<file path="src/rtl/writeback_unit.sv">
// Writeback stage: retires one execute bundle as reg write -> mem write -> PC/SREG commit.
// Latency: capture to wb_done sampled = 2 cycles, +1 with a reg write, +N mem_req cycles.
// Backpressure: ex_ready only in IDLE; mem side waits on mem_ack (bounded if WB_TIMEOUT_EN).
// Optional feature macro: WB_TIMEOUT_EN (mem_ack timeout with sticky wb_err).
module writeback_unit #(
  parameter int WORD_W      = 16,
  parameter int REG_AW      = 3,
  parameter int TIMEOUT_CYC = 15
) (
  input  logic              clk,
  input  logic              rst_n,
  input  logic              ex_valid,
  output logic              ex_ready,
  input  logic              reg_wb,
  input  logic [REG_AW-1:0] reg_write_code,
  input  logic [WORD_W-1:0] reg_write_val,
  input  logic              mem_wb,
  input  logic [WORD_W-1:0] mem_write_addr,
  input  logic [WORD_W-1:0] mem_write_val,
  input  logic              flag_update,
  input  logic [WORD_W-1:0] sreg_in,
  input  logic              jump,
  input  logic [WORD_W-1:0] pc_jump_loc,
  input  logic [WORD_W-1:0] pc_jump_inc,
  output logic              rf_we,
  output logic [REG_AW-1:0] rf_waddr,
  output logic [WORD_W-1:0] rf_wdata,
  output logic              mem_req,
  output logic [WORD_W-1:0] mem_addr,
  output logic [WORD_W-1:0] mem_wdata,
  input  logic              mem_ack,
  output logic [WORD_W-1:0] pc_out,
  output logic [WORD_W-1:0] sreg_out,
  output logic              wb_done,
  output logic              wb_err
);

  typedef enum logic [1:0] {
    ST_IDLE   = 2'd0,
    ST_REG    = 2'd1,
    ST_MEM    = 2'd2,
    ST_COMMIT = 2'd3
  } state_t;

  // A zero timeout would make MEM exit before the request is ever visible.
  if (TIMEOUT_CYC < 1) begin : g_timeout_chk
    $error("TIMEOUT_CYC must be at least 1");
  end

  state_t state_q, state_d;

  // Captured bundle. reg_wb only steers the exit from IDLE, so it is not kept.
  logic [REG_AW-1:0] rcode_q;
  logic [WORD_W-1:0] rval_q;
  logic              mem_wb_q;
  logic [WORD_W-1:0] maddr_q;
  logic [WORD_W-1:0] mval_q;
  logic              flag_q;
  logic [WORD_W-1:0] sreg_in_q;
  logic              jump_q;
  logic [WORD_W-1:0] loc_q;
  logic [WORD_W-1:0] inc_q;

  // Architectural state and status.
  logic [WORD_W-1:0] pc_q, pc_d;
  logic [WORD_W-1:0] sreg_q, sreg_d;
  logic              done_q, done_d;
  logic              capture;
  logic              mem_timeout;

  assign capture = ex_valid && (state_q == ST_IDLE);

`ifdef WB_TIMEOUT_EN
  localparam int CNT_W = $clog2(TIMEOUT_CYC + 1);

  logic [CNT_W-1:0] cnt_q, cnt_d;
  logic             err_q, err_d;

  // Timeout fires on the edge that would end the TIMEOUT_CYC-th request cycle unanswered.
  assign mem_timeout = (state_q == ST_MEM) && !mem_ack &&
                       (cnt_q == CNT_W'(TIMEOUT_CYC - 1));

  // Counter runs only while requesting; it is zero on every entry into MEM.
  always_comb begin
    cnt_d = '0;
    err_d = err_q;
    if (state_q == ST_MEM && !mem_ack && !mem_timeout) begin
      cnt_d = cnt_q + CNT_W'(1);
    end
    if (mem_timeout) begin
      err_d = 1'b1;
    end
  end

  // Timeout counter and sticky error flag.
  always_ff @(posedge clk or negedge rst_n) begin
    if (!rst_n) begin
      cnt_q <= '0;
      err_q <= 1'b0;
    end else begin
      cnt_q <= cnt_d;
      err_q <= err_d;
    end
  end

  assign wb_err = err_q;
`else
  assign mem_timeout = 1'b0;
  assign wb_err      = 1'b0;
`endif

  // Next-state logic; side effects are sequenced strictly REG -> MEM -> COMMIT.
  always_comb begin
    state_d = state_q;
    unique case (state_q)
      ST_IDLE: begin
        if (ex_valid) begin
          if (reg_wb) begin
            state_d = ST_REG;
          end else if (mem_wb) begin
            state_d = ST_MEM;
          end else begin
            state_d = ST_COMMIT;
          end
        end
      end
      ST_REG: begin
        state_d = mem_wb_q ? ST_MEM : ST_COMMIT;
      end
      ST_MEM: begin
        if (mem_ack || mem_timeout) begin
          state_d = ST_COMMIT;
        end
      end
      ST_COMMIT: begin
        state_d = ST_IDLE;
      end
      default: begin
        state_d = ST_IDLE;
      end
    endcase
  end

  // Commit values; PC arithmetic wraps naturally at WORD_W bits.
  always_comb begin
    pc_d   = pc_q;
    sreg_d = sreg_q;
    done_d = 1'b0;
    if (state_q == ST_COMMIT) begin
      pc_d   = jump_q ? loc_q : (pc_q + inc_q);
      done_d = 1'b1;
      if (flag_q) begin
        sreg_d = sreg_in_q;
      end
    end
  end

  // State register plus architectural PC/SREG and the done pulse.
  always_ff @(posedge clk or negedge rst_n) begin
    if (!rst_n) begin
      state_q <= ST_IDLE;
      pc_q    <= '0;
      sreg_q  <= '0;
      done_q  <= 1'b0;
    end else begin
      state_q <= state_d;
      pc_q    <= pc_d;
      sreg_q  <= sreg_d;
      done_q  <= done_d;
    end
  end

  // Bundle capture: every field is frozen on the IDLE handshake edge.
  always_ff @(posedge clk or negedge rst_n) begin
    if (!rst_n) begin
      rcode_q   <= '0;
      rval_q    <= '0;
      mem_wb_q  <= 1'b0;
      maddr_q   <= '0;
      mval_q    <= '0;
      flag_q    <= 1'b0;
      sreg_in_q <= '0;
      jump_q    <= 1'b0;
      loc_q     <= '0;
      inc_q     <= '0;
    end else if (capture) begin
      rcode_q   <= reg_write_code;
      rval_q    <= reg_write_val;
      mem_wb_q  <= mem_wb;
      maddr_q   <= mem_write_addr;
      mval_q    <= mem_write_val;
      flag_q    <= flag_update;
      sreg_in_q <= sreg_in;
      jump_q    <= jump;
      loc_q     <= pc_jump_loc;
      inc_q     <= pc_jump_inc;
    end
  end

  // Output strobes decode directly from state; data buses come from the captured bundle.
  assign ex_ready  = (state_q == ST_IDLE);
  assign rf_we     = (state_q == ST_REG);
  assign rf_waddr  = rcode_q;
  assign rf_wdata  = rval_q;
  assign mem_req   = (state_q == ST_MEM);
  assign mem_addr  = maddr_q;
  assign mem_wdata = mval_q;
  assign pc_out    = pc_q;
  assign sreg_out  = sreg_q;
  assign wb_done   = done_q;

endmodule

</file>
<file path="config.mk">
export PLATFORM = sky130hd
export DESIGN_NAME = writeback_unit
export DESIGN_NICKNAME = d
export VERILOG_FILES = /design/src/rtl/writeback_unit.sv
export SDC_FILE = /design/constraint.sdc
export NUM_CORES = 1
export LEC_CHECK = 0
export CAP_MARGIN = 0
export CELL_PAD_IN_SITES_DETAIL_PLACEMENT = 1
export CELL_PAD_IN_SITES_GLOBAL_PLACEMENT = 1
export CORE_MARGIN = 10
export CORE_UTILIZATION = 35
export DETAILED_ROUTE_END_ITERATION = 7
export PLACE_DENSITY = 0.77
export SYNTH_ARGS = -nofsm -noshare
export SYNTH_HDL_FRONTEND = slang
export SYNTH_SLANG_ARGS = --single-unit
export TNS_END_PERCENT = 100
</file>
<file path="constraint.sdc">
create_clock -name clk -period 2.82 [get_ports clk]
set_clock_uncertainty 0.1 [all_clocks]
set_input_delay 0.564 -clock clk [delete_from_list [all_inputs] [get_ports clk]]
set_output_delay 0.564 -clock clk [all_outputs]
set_load 0.03 [all_outputs]
</file>
==> impl_metrics.toml, run 1 <==
[synthesis]
synth_edf_count = 0
ys.flop_type = "dfrtp_1"
synth_cells = 435
synth_cell_types = 43
synth.cell_area_mm2 = 0.006006
synth_seq_cells = 137
synthArstFlopShare_pct = 100.0
yosysWarnings = 0
synth_nets = 562
synth.largest_area_cell = "dfrtp_1"
seq_area_frac_synth_pct = 57.08
synth_area_leaders = "dfrtp_1 57%, mux2_2 22%, ha_1 4.0%, a21oi_1 2.6%, nor2_1 1.3%"
synth_top_area_share_pct = 57.08
avgSynthCellArea_um2 = 13.81

[grt]
grt_pass1_wl_um = 27860
grt_pass1_vias = 4901
grt_max_degree = 62
use_met2_pct = 26.21
busiest_layer = "met2"
grt_util_met1_pct = 16.54
antenna_found_initial = 1
grtUsageTotal_pct = 16.09
grt_overflow = 0
grtUsageMet3_pct = 11.13

[routing]
wl_per_cell_um = 20.81
drc = 0
viasPerCell = 4.893
vias = 4242
ant_nets = 0
drtIter0Drc = 157
wl_um = 18040
dr.pass1.iters = 4

[setup_path]
rrSetupSlack_ns = 0.18
required_ns = 2.16
worstReg2RegEnd = "pc_out[14]"
setup.worst_path.start_class = "flop"
reg2reg_depth = 10
critPathCaptureType = "output pin"
cpPeakStageDelay_ns = 0.74
worst_path_max_delay_cell = "clkdlybuf4s50_1"
cp.arrival_ns = 2.04
crit_chain = "inv_1 -> ha_1 -> clkdlybuf4s50_1"
crit_type = "flop to output pin"
crit_fanout = 7
r2r_start = "pc_out[0]"

[floorplan]
ioPinCount = 195
initial_core_util_pct = 35.96
core_area_mm2 = 0.01670
fp-row-count = 47
die_h_um = 151.0
dieArea_mm2 = 0.02280
die_w_um = 151.0

[power_and_ir_drop]
vdd_drop_max_v = 0.0007332
p_per_area_mw_per_mm2 = 1412
p_leak_uw = 0.003748

[cts]
cts.clk_slew.worst_paths_ns = 0.06
holdBufCountCts = 0
postCtsSetupBuffers = 0
cts_tree = "done"
clockBufferDepth = 2
post_cts_resized = 0
root_buffer = "clkbuf_16"
clkSinkCount = 137
cts_htree_levels = 4
cts_buffers = 17
clock_latency_ns = 0.42

[cells_and_area]
instances_no_fill = 867
final_core_util_pct = 52.52
area_delta_synth_final_pct = 46.04
final_cell_mix = "192 x clkdlybuf4s50_1, 137 x dfrtp_1, 119 x mux2_2"
antennaDiodeCount = 0
multiInputGateArea_mm2 = 0.002447
fill_cells = 1695
fin_nets = 761
register_area_mm2 = 0.003428
final_common_cell = "clkdlybuf4s50_1"
drive_above_1_share_pct = 26.28

[timing]
setup_viol = 0
hold_viol = 0
rsz0062_at_grt = "no"
period_needed_ns = 2.702
max_slew_margin_pct = 52.12
final_max_slew_viol_count = 0
max_freq_mhz = 370.1
fin_setup_tns_ns = 0
fin_crit_sh_pct = 95.81
worstMarginPinSlew_ns = 0.7164

[flow_run]
drv_cap = 0

[placed_design]
globalplace.congestion = 0.7935
hpwlAfterDp_um = 13770
place_inst = 835
port_buffers = 193

[hold_path]
hold_class = "primary input to asynchronous set/reset pin"

[status]
outcome = "complete, no violations"
## metrics by stage
stage	power (µW)	cell area (µm²)	hold slack, ns	setup WS (ns)
2_1_floorplan	7861	6006	0.1684	0.1430
3_3_place_gp	10050	8202	0.3831	0.1765
3_5_place_dp	10320	8202	0.3922	0.1225
4_1_cts	12560	8765	0.03860	0.09583
5_1_grt	13200	8771	0.05073	0.02036
6_report	12380	8771	0.02871	0.1182
## power by group
group | leakage (µW) | internal [µW] | switching [µW]
clock | 0.000269 | 1200 | 929
combinational | 0.00186 | 3090 | 3540
sequential | 0.00162 | 2990 | 627
total | 0.00375 | 7290 | 5090
## critical path: cells and delay by family (launching register included)
family | cells | cell delay (ns)
DFF | 1 | 0.43
buffers and inverters | 2 | 0.84
adders and majority gates | 1 | 0.34
## Yosys cell counts, types with 2 or more instances
cell        n
a211oi_2    2
a21o_1      5
a21oi_1    31
buf_4       2
buf_6       4
clkbuf_1   14
dfrtp_1   137
ha_1       19
inv_1       7
mux2_2    119
mux2i_1     7
nand2_1     7
nand2b_1    3
nand3b_1    2
nand4_1     2
nor2_1     21
nor2b_1     3
nor3_1      2
o211ai_2    2
o21ai_0     9
o21bai_1    2
o31ai_1     2
xnor2_1     5
xor2_1      9
## registers in the layout, summed over array words and instances (netlist names), 2 cells and up
register   flops
inc_q         16
loc_q         16
pc_out        16
state_q        2
sreg_out      16
rf_wdata      16
mem_addr      16
rf_waddr       3
mem_wdata     16
sreg_in_q     16
## metal layers
metal,share of wire (%),wire length (µm)
met3,13,2390
met2,49,8853
met5,0.039,7
met4,1.1,203
met1,37,6588
## kinds of logic (layout without fill, tap and decap cells)
| family | count (synthesis) | in the layout | share of synthesized area (%) |
|---|---|---|---|
| adder cells (fa/ha/maj) | 20 | 20 | 4.292 |
| flip-flops | 137 | 137 | 57.08 |
| buffers and inverters | 28 | 240 | 2.396 |
| multiplexers | 127 | 127 | 23.67 |
| other | 1 | 1 | 0.06244 |
| AO/OA/AOI/OAI | 62 | 62 | 6.833 |
| XOR/XNOR | 14 | 14 | 2.042 |
| AND/OR/NAND/NOR | 46 | 46 | 3.625 |
## worst max-delay path by stage
stage / start / endpoint / slack [ns] / cells past startpoint
6_report: state_q[1] / ex_ready / 0.12 / 3
3_3_place_gp: pc_out[0] / pc_out[14] / 0.18 / 10
5_1_grt: pc_out[4] / pc_out[15] / 0.02 / 8
4_1_cts: pc_out[0] / pc_out[14] / 0.1 / 10
3_5_place_dp: pc_out[0] / pc_out[14] / 0.12 / 10
2_1_floorplan: pc_out[0] / pc_out[14] / 0.14 / 9
## layout make-up
| class | instances | area share (%) |
|---|---|---|
| Timing Repair Buffer | 201 | 23.15 |
| Clock buffer | 20 | 5.207 |
| Multi-Input combinational cell | 270 | 27.90 |
| Tap cell | 220 | 3.138 |
| Sequential cell | 137 | 39.09 |
| Inverter | 7 | 0.2996 |
| Clock inverter | 12 | 1.213 |
Note: power is estimated with default switching activity, not from simulation.
==> run 2, diff against run 1 <==
Settings changed: CORE_MARGIN 10 to default, CORE_UTILIZATION 35 to 37, PLACE_DENSITY 0.77 to 0.81.
==> run 2 against run 1 <==
Net effect:
- the run now ends with hold timing left
- sequential power about the same
- cell area increased by 0.36%
- non-clock buffer count increased by 1
- total power increased by 0.70%
- first-iteration DRC count decreased by 29%
- highest routed layer is now met4
==> impl_metrics.toml, run 2 (synthesis gave the netlist of run 1 again) <==
[status]
outcome = "finished with violations"
failed_checks = "hold timing"

[grt]
grtUsageTotal_pct = 20.17
grt_max_degree = 58
grt_overflow = 0
grt_pass1_wl_um = 25400
antenna_found_initial = 0
grt_pass1_vias = 4799

[setup_path]
crit_chain = "ha_1 -> fa_1 -> a21o_1 -> a221oi_2 -> buf_4 -> o211a_4 -> o21ai_0 -> xor2_1 -> mux2i_1 -> a21oi_1"
r2r_start = "pc_out[0]"
required_ns = 3.00
setup.worst_path.start_class = "flop"
worst_path_max_delay_cell = "fa_1"
crit_type = "flop to flop"
critPathCaptureType = "flop"
endpoint = "pc_out[14]"
cp.arrival_ns = 2.86
worstReg2RegEnd = "pc_out[14]"
reg2reg_depth = 10
cpPeakStageDelay_ns = 0.42
rrSetupSlack_ns = 0.14
crit_start = "pc_out[0]"
crit_fanout = 3

[timing]
max_freq_mhz = 373.5
setup_viol = 0
rsz0062_at_grt = "no"
fin_crit_sh_pct = 94.95
hold_viol = 2
period_needed_ns = 2.678
fin_setup_tns_ns = 0
worstMarginPinSlew_ns = 0.7535
max_slew_margin_pct = 49.64
final_max_slew_viol_count = 0
holdWs_ns = -0.005818

[floorplan]
initial_core_util_pct = 37.81
die_h_um = 129.4
dieArea_mm2 = 0.01675
fp-row-count = 46
die_w_um = 129.4
ioPinCount = 195
core_area_mm2 = 0.01589

[power_and_ir_drop]
power_frac_seq_pct = 29.1
p_per_area_mw_per_mm2 = 1417
p_leak_uw = 0.003763
p_sw_share_pct = 40.38
clockPowerShare_pct = 17.8
p_int_uw = 7434
p_sw_uw = 5036
p_comb_share_pct = 53.1
vdd_drop_max_v = 0.0007706

[placed_design]
hpwlAfterDp_um = 11280
port_buffers = 193
place_inst = 832
globalplace.congestion = 0.8029

[cts]
cts_htree_levels = 4
cts_buffers = 17
cts.clk_slew.worst_paths_ns = 0.06
clock_latency_ns = 0.41
cts_tree = "done"
clkSinkCount = 137
clockBufferDepth = 2
holdBufCountCts = 0
postCtsSetupBuffers = 0
root_buffer = "clkbuf_16"

[routing]
drc = 0
viasPerCell = 4.922
wl_um = 16060
drtIter0Drc = 112
vias = 4248
ant_nets = 0
dr.pass1.iters = 4
wl_per_cell_um = 18.61

[cells_and_area]
final_cell_mix = "192 x clkdlybuf4s50_1, 137 x dfrtp_1, 119 x mux2_2"
instances_no_fill = 863
fin_nets = 762
drive_above_1_share_pct = 26.58
fill_cells = 1592
final_common_cell = "clkdlybuf4s50_1"
antennaDiodeCount = 0
area_delta_synth_final_pct = 46.56

[hold_path]
hold_class = "primary input to asynchronous set/reset pin"

[flow_run]
drv_cap = 0
## run 2: cell count changes in the layout (fill, tap and decap cells not counted), sizes merged
cell / before / now
clkbuf: 20 / 17
bufinv: 0 / 2
clkinv: 1 / 3
buf: 9 / 10
clkinvlp: 3 / 2
inv: 15 / 14
## run 2: how the worst min path moves through the flow
| stage | start | endpoint | cells after the start | slack, ns |
|---|---|---|---|---|
| detailed placement | sreg_in_q[14] | sreg_out[14] | 1 | 0.39 |
| CTS | rst_n | loc_q[1] | 1 | 0.006 |
| floorplan | rst_n | flag_q | 0 | 0.17 |
| global placement | sreg_in_q[13] | sreg_out[13] | 1 | 0.38 |
| global route | rst_n | loc_q[1] | 1 | 0.02 |
| finish | rst_n | loc_q[1] | 1 | -0.006 |
## run 2: final cells by class
cell class,count,area (µm²),share of cell area (%)
inverter,7,26.28,0.2985
multi-input combinational,270,2455,27.89
clock inverter,14,158.9,1.805
tap,216,270.3,3.070
clock buffer,17,425.4,4.833
sequential,137,3428,38.95
timing repair buffer,202,2038,23.16
## run 2: power by group through the flow
stage / clock, µW / combinational (µW) / sequential, µW
after detailed placement: 0 / 6560 / 3650
after global placement: 0 / 6380 / 3550
final: 2220 / 6620 / 3630
after CTS: 2280 / 6670 / 3650
after global routing: 2360 / 7140 / 3760
after floorplan: 0 / 3160 / 4700
## run 2: metal layers
| layer | vias up | track usage (%) | share of wire, % |
|---|---|---|---|
| met5 | - | 0 | 0 |
| met4 | 0 | 5.675 | 1.1 |
| met3 | 13 | 9.414 | 9.7 |
| met2 | 152 | 34.50 | 50 |
| met1 | 2136 | 22.44 | 39 |
| li1 | 1947 | - | - |
## run 2: timing repair
action / 4_1_cts / 5_1_grt
resized for setup: 1 / 1
pin swaps: 0 / 0
setup endpoints to repair: 1 / 2
## run 2: critical path, delay by kind of cell, from the launching register on
family	cells	cell delay (ns)
buffers and inverters	1	0.18
muxes	1	0.15
xor gates and xnor gates	1	0.17
adders and majority gates	2	0.68
DFF	1	0.39
AOI/OAI and AO/OA	5	0.89
## run 2: through the flow
step                utilization, %  setup slack (ns)  total power (µW)  instance area [µm²]
finish                       55.41            0.1424             12470                 8802
CTS                          55.36           0.07072             12600                 8795
global placement             51.65            0.1136              9928                 8204
detailed placement           51.65           0.07677             10210                 8204
floorplan                        -            0.1430              7861                 6006
global route                 55.41          0.007522             13260                 8802
==> run 3, diff against run 2 <==
Settings changed: MAX_ROUTING_LAYER from default to met4, PLACE_DENSITY 0.81 to 0.79.
==> run 3 against run 2 <==
Net effect:
- the flow now finishes without violations
- cell area barely moved
- first-iteration DRC count rose by 21%
- sequential cell count did not move
- final cell count rose by 0.12%
- worst hold slack improved by 0.044 ns
- global-route usage rose by 1.0 points
- register-to-register slack barely moved
- routed wire length rose by 1.6%
- combinational power barely moved
- non-clock buffer count rose by 1
- critical path depth fell by 7
- critical path type is now flop to output pin
==> impl_metrics.toml, run 3 (synthesis gave the netlist of run 1 again) <==
[setup_path]
rrSetupSlack_ns = 0.15
cp.arrival_ns = 2.02
crit_type = "flop to output pin"
crit_fanout = 7
critPathCaptureType = "output pin"
setup.worst_path.start_class = "flop"
required_ns = 2.16

[cts]
clockBufferDepth = 2
holdBufCountCts = 0
cts_tree = "done"
postCtsSetupBuffers = 0
cts_buffers = 17
root_buffer = "clkbuf_16"
clkSinkCount = 137
cts_htree_levels = 4
cts.clk_slew.worst_paths_ns = 0.06
clock_latency_ns = 0.42

[timing]
period_needed_ns = 2.686
worstMarginPinSlew_ns = 0.7895
fin_crit_sh_pct = 95.24
setup_viol = 0
final_max_slew_viol_count = 0
rsz0062_at_grt = "no"
max_slew_margin_pct = 47.24
hold_viol = 0
max_freq_mhz = 372.3
fin_setup_tns_ns = 0

[cells_and_area]
fin_nets = 763
final_common_cell = "clkdlybuf4s50_1"
fill_cells = 1604
multiInputGateArea_mm2 = 0.002447
antennaDiodeCount = 0
final_core_util_pct = 55.43
final_cell_mix = "192 x clkdlybuf4s50_1, 137 x dfrtp_1, 119 x mux2_2"
area_delta_synth_final_pct = 46.63
drive_above_1_share_pct = 26.39
register_area_mm2 = 0.003428

[floorplan]
core_area_mm2 = 0.01589
dieArea_mm2 = 0.01675
die_w_um = 129.4
die_h_um = 129.4
initial_core_util_pct = 37.81
fp-row-count = 46
ioPinCount = 195

[placed_design]
port_buffers = 193
globalplace.congestion = 0.8691
hpwlAfterDp_um = 11720

[routing]
dr.pass1.iters = 4
drtIter0Drc = 136
drc = 0
vias = 4224
ant_nets = 0
wl_per_cell_um = 18.88
viasPerCell = 4.889
wl_um = 16310

[power_and_ir_drop]
p_per_area_mw_per_mm2 = 1408
vdd_drop_max_v = 0.0007309
p_leak_uw = 0.003776

[grt]
grt_max_degree = 85
grt_pass1_wl_um = 25390
grt_pass1_vias = 4813
antenna_found_initial = 0
grtUsageTotal_pct = 21.20
grt_overflow = 0

[hold_path]
hold_class = "primary input to asynchronous set/reset pin"

[status]
outcome = "complete, no violations"

[flow_run]
drv_cap = 0
-- run 3: layer usage --
layer	wire (µm)	part of all wire (%)	GRT usage [%]
met1	6341	39	22.82
met2	8306	51	34.85
met3	1494	9.2	9.290
met4	168	1.0	7.059
met5	0	0	-
-- run 3: critical path, cell delays in order (launching register included) --
cell	delay, ns
dfrtp_1	0.43
inv_1	0.10
ha_1	0.34
clkdlybuf4s50_1	0.73
-- run 3: cell type report --
cell class / instances / area share [%]
flip-flops and latches: 137 / 38.93
inverters: 7 / 0.2984
well taps: 216 / 3.069
repair buffers: 203 / 23.37
clock inverters: 9 / 1.037
multi-input cells: 270 / 27.79
clock buffers: 22 / 5.499
-- run 3: worst paths after layout --
check                       startpoint           to  cells past startpoint
max                         state_q[1]     ex_ready                      3
min                              rst_n       jump_q                      2
max reg2reg                  pc_out[0]   pc_out[14]                     10
min reg2reg                mem_addr[8]  mem_addr[8]                      1
max in group asynchronous        rst_n  sreg_out[3]                      2
min in group clk           mem_addr[8]  mem_addr[8]                      1
-- run 3: repair_timing --
action / 4_1_cts / 5_1_grt
endpoints found under the setup margin: 0 / 1
hold endpoints to repair: 0 / 0
gates resized for setup: 0 / 1
-- run 3: power breakdown --
| part | internal [µW] | switching [µW] |
|---|---|---|
| registers | 3000 | 622 |
| clock network | 1310 | 838 |
| logic | 3120 | 3520 |
-- run 3: stage by stage --
step / instances / hold slack, ns / power (µW) / cell area [µm²] / setup slack, ns
after global routing: 864 / 0.06826 / 13190 / 8806 / 0.02764
final: 864 / 0.03795 / 12400 / 8806 / 0.1342
after global placement: 833 / 0.3812 / 9972 / 8224 / 0.1397
after CTS: 864 / 0.07461 / 12530 / 8800 / 0.08598
after floorplan: 435 / 0.1684 / 7861 / 6006 / 0.1430
after detailed placement: 833 / 0.3915 / 10260 / 8224 / 0.1121
